File: src/rtl/regfile_axil_ctrl.sv
// AXI4-Lite slave that sequences bus traffic onto a single-port 3-entry register
// file and runs an r0+r1 add, controlled through a status word at word 3.
module regfile_axil_ctrl #(
  parameter int CALC_CYCLES = 1
) (
  input  logic        ACLK,
  input  logic        ARSTn,
  input  logic        AWVALID,
  output logic        AWREADY,
  input  logic [31:0] AWADDR,
  input  logic        WVALID,
  output logic        WREADY,
  input  logic [31:0] WDATA,
  output logic        BVALID,
  input  logic        BREADY,
  output logic [1:0]  BRESP,
  input  logic        ARVALID,
  output logic        ARREADY,
  input  logic [31:0] ARADDR,
  output logic        RVALID,
  input  logic        RREADY,
  output logic [31:0] RDATA,
  output logic [1:0]  RRESP,
  output logic [31:0] rf_addr,
  output logic [31:0] rf_data,
  output logic        rf_rw,
  input  logic [31:0] rf_rdata,
  input  logic [31:0] rf_r0,
  input  logic [31:0] rf_r1,
  output logic [2:0]  dbg_state
);
  typedef enum logic [2:0] {
    S_IDLE, S_WR, S_RD, S_RD_WAIT, S_RRSP, S_CALC, S_WB, S_BRSP
  } state_e;

  localparam logic [1:0] RESP_OKAY   = 2'b00;
  localparam logic [1:0] RESP_SLVERR = 2'b10;
  localparam logic [3:0] CNT_LAST    = 4'(CALC_CYCLES - 1);

  state_e      state_q, state_d;
  logic        awready_q, awready_d, wready_q, wready_d, arready_q, arready_d;
  logic        bvalid_q, bvalid_d, rvalid_q, rvalid_d;
  logic [1:0]  bresp_q, bresp_d, rresp_q, rresp_d;
  logic [31:0] rdata_q, rdata_d, rf_addr_q, rf_addr_d, rf_data_q, rf_data_d;
  logic        rf_rw_q, rf_rw_d;
  logic        busy_q, busy_d, done_q, done_d, carry_q, carry_d;
  logic        last_wr_q, last_wr_d;
  logic [1:0]  word_q, word_d;
  logic        err_q, err_d, start_q, start_d, clr_q, clr_d;
  logic [32:0] sum_q, sum_d;
  logic [3:0]  cnt_q, cnt_d;
  logic        wr_cand;
  logic        unused_addr_bits;

  assign wr_cand          = AWVALID && WVALID;
  assign unused_addr_bits = ^{AWADDR[1:0], ARADDR[1:0]};

  // Handshakes: a READY is a registered one-cycle pulse issued only from IDLE; a
  // VALID is held with its payload stable until the matching READY is seen high.
  always_comb begin
    state_d   = state_q;
    awready_d = 1'b0;
    wready_d  = 1'b0;
    arready_d = 1'b0;
    bvalid_d  = bvalid_q;
    bresp_d   = bresp_q;
    rvalid_d  = rvalid_q;
    rresp_d   = rresp_q;
    rdata_d   = rdata_q;
    rf_addr_d = rf_addr_q;
    rf_data_d = rf_data_q;
    rf_rw_d   = 1'b0;
    busy_d    = busy_q;
    done_d    = done_q;
    carry_d   = carry_q;
    last_wr_d = last_wr_q;
    word_d    = word_q;
    err_d     = err_q;
    start_d   = start_q;
    clr_d     = clr_q;
    sum_d     = sum_q;
    cnt_d     = cnt_q;
    case (state_q)
      S_IDLE: begin
        // Regfile access is decided here so rf_rw lands in the WR/RD cycle itself.
        if (wr_cand && (!ARVALID || !last_wr_q)) begin
          awready_d = 1'b1;
          wready_d  = 1'b1;
          last_wr_d = 1'b1;
          word_d    = AWADDR[3:2];
          err_d     = |AWADDR[31:4];
          start_d   = WDATA[0];
          clr_d     = WDATA[2];
          state_d   = S_WR;
          if (!(|AWADDR[31:4]) && AWADDR[3:2] != 2'd3) begin
            rf_rw_d   = 1'b1;
            rf_addr_d = {30'd0, AWADDR[3:2]};
            rf_data_d = WDATA;
          end
        end else if (ARVALID) begin
          arready_d = 1'b1;
          last_wr_d = 1'b0;
          word_d    = ARADDR[3:2];
          err_d     = |ARADDR[31:4];
          state_d   = S_RD;
          if (!(|ARADDR[31:4]) && ARADDR[3:2] != 2'd3) begin
            rf_addr_d = {30'd0, ARADDR[3:2]};
          end
        end
      end
      S_WR: begin
        bresp_d  = err_q ? RESP_SLVERR : RESP_OKAY;
        bvalid_d = 1'b1;
        state_d  = S_BRSP;
        if (!err_q && word_q == 2'd3) begin
          if (clr_q) done_d = 1'b0;
          if (start_q) begin
            busy_d   = 1'b1;
            sum_d    = {1'b0, rf_r0} + {1'b0, rf_r1};
            cnt_d    = 4'd0;
            bvalid_d = 1'b0;
            state_d  = S_CALC;
          end
        end
      end
      S_CALC: begin
        if (cnt_q == CNT_LAST) begin
          rf_rw_d   = 1'b1;
          rf_addr_d = 32'd2;
          rf_data_d = sum_q[31:0];
          state_d   = S_WB;
        end else begin
          cnt_d = cnt_q + 4'd1;
        end
      end
      S_WB: begin
        busy_d   = 1'b0;
        done_d   = 1'b1;
        carry_d  = sum_q[32];
        bresp_d  = RESP_OKAY;
        bvalid_d = 1'b1;
        state_d  = S_BRSP;
      end
      S_BRSP: begin
        if (BREADY) begin
          bvalid_d = 1'b0;
          state_d  = S_IDLE;
        end
      end
      S_RD: begin
        rresp_d = err_q ? RESP_SLVERR : RESP_OKAY;
        if (err_q) begin
          rdata_d  = 32'd0;
          rvalid_d = 1'b1;
          state_d  = S_RRSP;
        end else if (word_q == 2'd3) begin
          rdata_d  = {28'd0, carry_q, done_q, busy_q, 1'b0};
          rvalid_d = 1'b1;
          state_d  = S_RRSP;
        end else begin
          state_d = S_RD_WAIT;
        end
      end
      S_RD_WAIT: begin
        rdata_d  = rf_rdata;
        rvalid_d = 1'b1;
        state_d  = S_RRSP;
      end
      S_RRSP: begin
        if (RREADY) begin
          rvalid_d = 1'b0;
          state_d  = S_IDLE;
        end
      end
      default: state_d = S_IDLE;
    endcase
  end

  always_ff @(posedge ACLK or negedge ARSTn) begin
    if (!ARSTn) begin
      state_q   <= S_IDLE;
      awready_q <= 1'b0;
      wready_q  <= 1'b0;
      arready_q <= 1'b0;
      bvalid_q  <= 1'b0;
      bresp_q   <= RESP_OKAY;
      rvalid_q  <= 1'b0;
      rresp_q   <= RESP_OKAY;
      rdata_q   <= '0;
      rf_addr_q <= '0;
      rf_data_q <= '0;
      rf_rw_q   <= 1'b0;
      busy_q    <= 1'b0;
      done_q    <= 1'b0;
      carry_q   <= 1'b0;
      last_wr_q <= 1'b0;
      word_q    <= '0;
      err_q     <= 1'b0;
      start_q   <= 1'b0;
      clr_q     <= 1'b0;
      sum_q     <= '0;
      cnt_q     <= '0;
    end else begin
      state_q   <= state_d;
      awready_q <= awready_d;
      wready_q  <= wready_d;
      arready_q <= arready_d;
      bvalid_q  <= bvalid_d;
      bresp_q   <= bresp_d;
      rvalid_q  <= rvalid_d;
      rresp_q   <= rresp_d;
      rdata_q   <= rdata_d;
      rf_addr_q <= rf_addr_d;
      rf_data_q <= rf_data_d;
      rf_rw_q   <= rf_rw_d;
      busy_q    <= busy_d;
      done_q    <= done_d;
      carry_q   <= carry_d;
      last_wr_q <= last_wr_d;
      word_q    <= word_d;
      err_q     <= err_d;
      start_q   <= start_d;
      clr_q     <= clr_d;
      sum_q     <= sum_d;
      cnt_q     <= cnt_d;
    end
  end

  assign AWREADY   = awready_q;
  assign WREADY    = wready_q;
  assign ARREADY   = arready_q;
  assign BVALID    = bvalid_q;
  assign BRESP     = bresp_q;
  assign RVALID    = rvalid_q;
  assign RRESP     = rresp_q;
  assign RDATA     = rdata_q;
  assign rf_addr   = rf_addr_q;
  assign rf_data   = rf_data_q;
  assign rf_rw     = rf_rw_q;
  assign dbg_state = state_q;
endmodule

File: config.mk
export PLATFORM = sky130hd
export DESIGN_NAME = regfile_axil_ctrl
export DESIGN_NICKNAME = d
export VERILOG_FILES = /design/src/rtl/regfile_axil_ctrl.sv
export SDC_FILE = /design/constraint.sdc
export NUM_CORES = 1
export LEC_CHECK = 0
export ABC_AREA = 1
export BUFFER_PORTS_ARGS = -buffer_cell sky130_fd_sc_hd__buf_2
export CAP_MARGIN = 40
export CORE_UTILIZATION = 54
export CTS_CLUSTER_SIZE = 20
export DETAILED_ROUTE_END_ITERATION = 12
export MAX_ROUTING_LAYER = met4
export PLACE_DENSITY_LB_ADDON = 0.05
export SKIP_CTS_REPAIR_TIMING = 1
export SLEW_MARGIN = 20
export SYNTH_ARGS = -nofsm -noshare
export SYNTH_HDL_FRONTEND = slang
export SYNTH_SLANG_ARGS = --single-unit
export TNS_END_PERCENT = 20
File: constraint.sdc
create_clock -name ACLK -period 2.2 [get_ports ACLK]
set_input_delay 0.11 -clock ACLK [delete_from_list [all_inputs] [get_ports ACLK]]
set_output_delay 0.11 -clock ACLK [all_outputs]
set_load 0.01 [all_outputs]
==> summary.md <==
| Metric | Value |
|---|---|
| Startpoint type of the worst setup path | `register` |
| Least-Margin Pin Slew | `approximately 0.6 ns` |
| TritonCTS clock tree | `yes` |
| Post-synth EDFFs | `0` |
| Share of layout cells above drive strength 1 | `0.2210` |
| Leading cell types in the layout, fill and taps excluded | `nand2_1, buf_2, inv_1` |
| RSZ-0062 raised after global routing | `no` |
| Cell-by-cell trace of the critical path | `inv_1 -> ha_1 -> nand3_1 -> nand2_1 -> nand2_1 -> a21oi_4 -> buf_12 -> nand2_1 -> o21ai_0` |
| Leak Pwr | `a little over 6 nW` |
| Async SR Flop Fraction | `1.000` |
| Root buffer cell | `clkbuf_16` |
| Row count | `between 40 and 50` |
| Power density over the cells | `between 900 and 1000 nW/µm²` |
| Area of the multi-input gates | `approximately 4100 µm²` |
| Setup Skew | `between 0.007 and 0.008 ns` |
| Fill count | `1214` |
| Clk pwr share | `0.285` |
| Most used cell, CP | `nand2_1` |
| Logic gate share of total power | `0.380` |
| Setup TNS | `0 ns` |
| Netlist Area Pre-Place | `8095 µm²` |
| WL/cell | `about 14 µm` |
| Drt drc | `0` |
| Syn_area_per_cell | `around 6.8 µm²` |
| First-pass GRT wire length | `approximately 36 mm` |
| Main flop type after synthesis | `dfrtp_1` |
| Longest Clk Path Bufs | `2` |
| Critical path arrival | `~2 ns` |
| Die height | `~120 µm` |
| Post-route ant nets | `0` |
| Final hold vios | `1` |
| Final worst path period need | `1.718 ns` |
| WS Path Type | `register to register` |
| Die X | `roughly 120 µm` |
| IO Pins | `between 300 and 400` |
| Register Area | `3053 µm²` |
| HPWL Detailed | `~17 mm` |
| Initial core utilization | `0.5549` |
| Largest fanout on the critical path | `between 60 and 70` |
| YS warnings | `0` |
| Final GP Congestion | `1.002` |
| Worst path slowest cell | `dfrtp_1` |
| Outcome | `finished with violations` |
| Initial antenna violation count | `2` |
| Pre-Repair DR Iteration Count | `8` |
| Max-slew violation count | `0` |
| Yosys cell types | `37` |
| Sequential Power Share | `0.334` |
| CP Capture Type | `register` |
| Part of the cycle the worst path needs | `0.7810` |
| Net Sw Power | `3.895 mW` |
| Clk Latency, worst-skew pair | `slightly above 0.4 ns` |
| Max-slew headroom at the worst pin | `0.6017` |
| Worst Slack Setup Final | `a little under 0.5 ns` |
| Core area | `around 15000 µm²` |
| Seq/Total Area, Yosys | `0.3771` |
| Die area | `15490 µm²` |
| Synth Instances | `1182` |
| Hold slack final | `-0.005102 ns` |
| Total global routing overflow | `0` |
| Max VDD drop | `0.5841 mV` |
| Failing checks | `hold timing` |
| Worst hold-check path type | `input port to register` |
| Post-Route WL | `22.90 mm` |
| Switching portion of total power | `0.3752` |
| Cts bufs inserted | `17` |
| NumNets Final | `1723` |
| Layout area overhead | `30.03%` |
| Slowest stage delay, CP | `around 0.43 ns` |
| Worst slack, placed | `roughly 0.16 ns` |
| Largest net degree at the start of global routing | `66` |
| Max-cap violations | `0` |
| Final setup fails | `0` |
| Fmax achieved | `~580 MHz` |
| Int Power | `roughly 6.5 mW` |
| Clock sink total | `approximately 120` |
| Yosys reg bits | `about 120` |
| Most common library cell in the layout ignoring fill and taps | `nand2_1` |
| DR iter-0 viols | `around 520` |
| Vias | `between 8000 and 9000` |
| Util after Layout | `0.7215` |
| Clock transition at path regs | `approximately 0.060 ns` |
| CP required | `2.52 ns` |
| Buffers added on ports | `271` |
| Routed vias/inst | `between 5 and 6` |
| Htree depth | `4` |
| Gr usage total | `0.2988` |
| Vias in the first global route | `approximately 7700` |
[layout make-up]
cell class / count / share of cell area
inverter: 187 / 0.06668
tap: 184 / 0.02187
clock buffer: 19 / 0.04208
sequential: 122 / 0.2900
clock inverter: 13 / 0.01819
antenna: 2 / 0.0004755
timing repair buffer: 320 / 0.1759
multi-input combinational: 841 / 0.3848
[flip-flops by register name, summed over array words and instances, names as in the netlist, 2 cells and up]
signal / cells
RDATA: 32
cnt_q: 4
rf_addr: 2
rf_data: 32
dbg_state: 3
word_q: 2
sum_q: 33
[power groups by stage]
stage | Combinational (mW) | Sequential [mW] | Clock [mW]
detailed placement | 3.83 | 3.48 | 0
finish | 3.95 | 3.47 | 2.96
CTS | 3.87 | 3.45 | 2.98
global route | 4.41 | 3.56 | 3.10
floorplan | 2.22 | 3.70 | 0
global placement | 3.76 | 3.46 | 0
[critical path, delay by kind of cell (launching register included)]
kind | cells | cell delay [ns]
buffers and inverters | 2 | 0.35
adders and majority gates | 1 | 0.15
and+or+nand+nor | 4 | 0.44
DFF | 1 | 0.43
AOI/OAI and AO/OA | 2 | 0.25
[worst paths after layout]
kind | slack [ns] | to | startpoint | depth (start not counted)
min | -0.005 | RDATA[3] | rf_rdata[3] | 3
max reg2reg | 0.48 | rf_data[31] | cnt_q[0] | 9
max | 0.48 | rf_data[31] | cnt_q[0] | 9
min reg2reg | 0.47 | rf_addr[0] | rf_addr[0] | 2
max in group asynchronous | 1.27 | rf_data[5] | ARSTn | 3
min in group asynchronous | 0.27 | RDATA[19] | ARSTn | 2
[layer usage]
| metal | track usage | vias to the layer above | routed length [µm] |
|---|---|---|---|
| li1 | - | 4260 | - |
| met1 | 0.3479 | 3778 | 9146 |
| met2 | 0.5135 | 348 | 11560 |
| met3 | 0.05241 | 76 | 1284 |
| met4 | 0.1134 | 0 | 915 |
| met5 | - | - | 0 |
[metrics by stage]
step / total power [mW] / cells / hold WS (ns) / cell area, µm²
2_1_floorplan: 5.923 / 1213 / -0.1856 / 8212
3_3_place_gp: 7.220 / 1619 / 0.1512 / 9537
3_5_place_dp: 7.310 / 1619 / 0.1557 / 9537
4_1_cts: 10.31 / 1651 / -0.2834 / 10170
5_1_grt: 11.08 / 1688 / 0.005583 / 10530
6_report: 10.38 / 1688 / -0.005102 / 10530
[cell usage after synthesis, drive strengths merged, types with 2 or more instances]
library cell	n	share of area
nand3b	2	0.0019
a21oi	31	0.020
o21ai	81	0.050
inv	187	0.087
o21bai	2	0.0019
and2	3	0.0023
ha	34	0.053
a31oi	4	0.0031
nor3	6	0.0037
dfrtp	122	0.38
nand2	440	0.20
nand4	7	0.0054
nand3	61	0.039
nor2	89	0.043
clkbuf	8	0.0037
xnor2	12	0.013
a32o	29	0.036
buf	55	0.047
o31ai	2	0.0019
[logic make-up (layout without fill, tap and decap cells)]
logic type	Yosys count	in the layout	synth area share
compound gates	152	152	0.1151
fa+ha+maj	35	35	0.05502
other cells	1	34	0.0004632
simple gates	609	609	0.3002
xor+xnor	12	12	0.01298
flops	122	122	0.3771
buf+inv	250	539	0.1379
mux	1	1	0.001237
(Power assumes the default switching activity.)
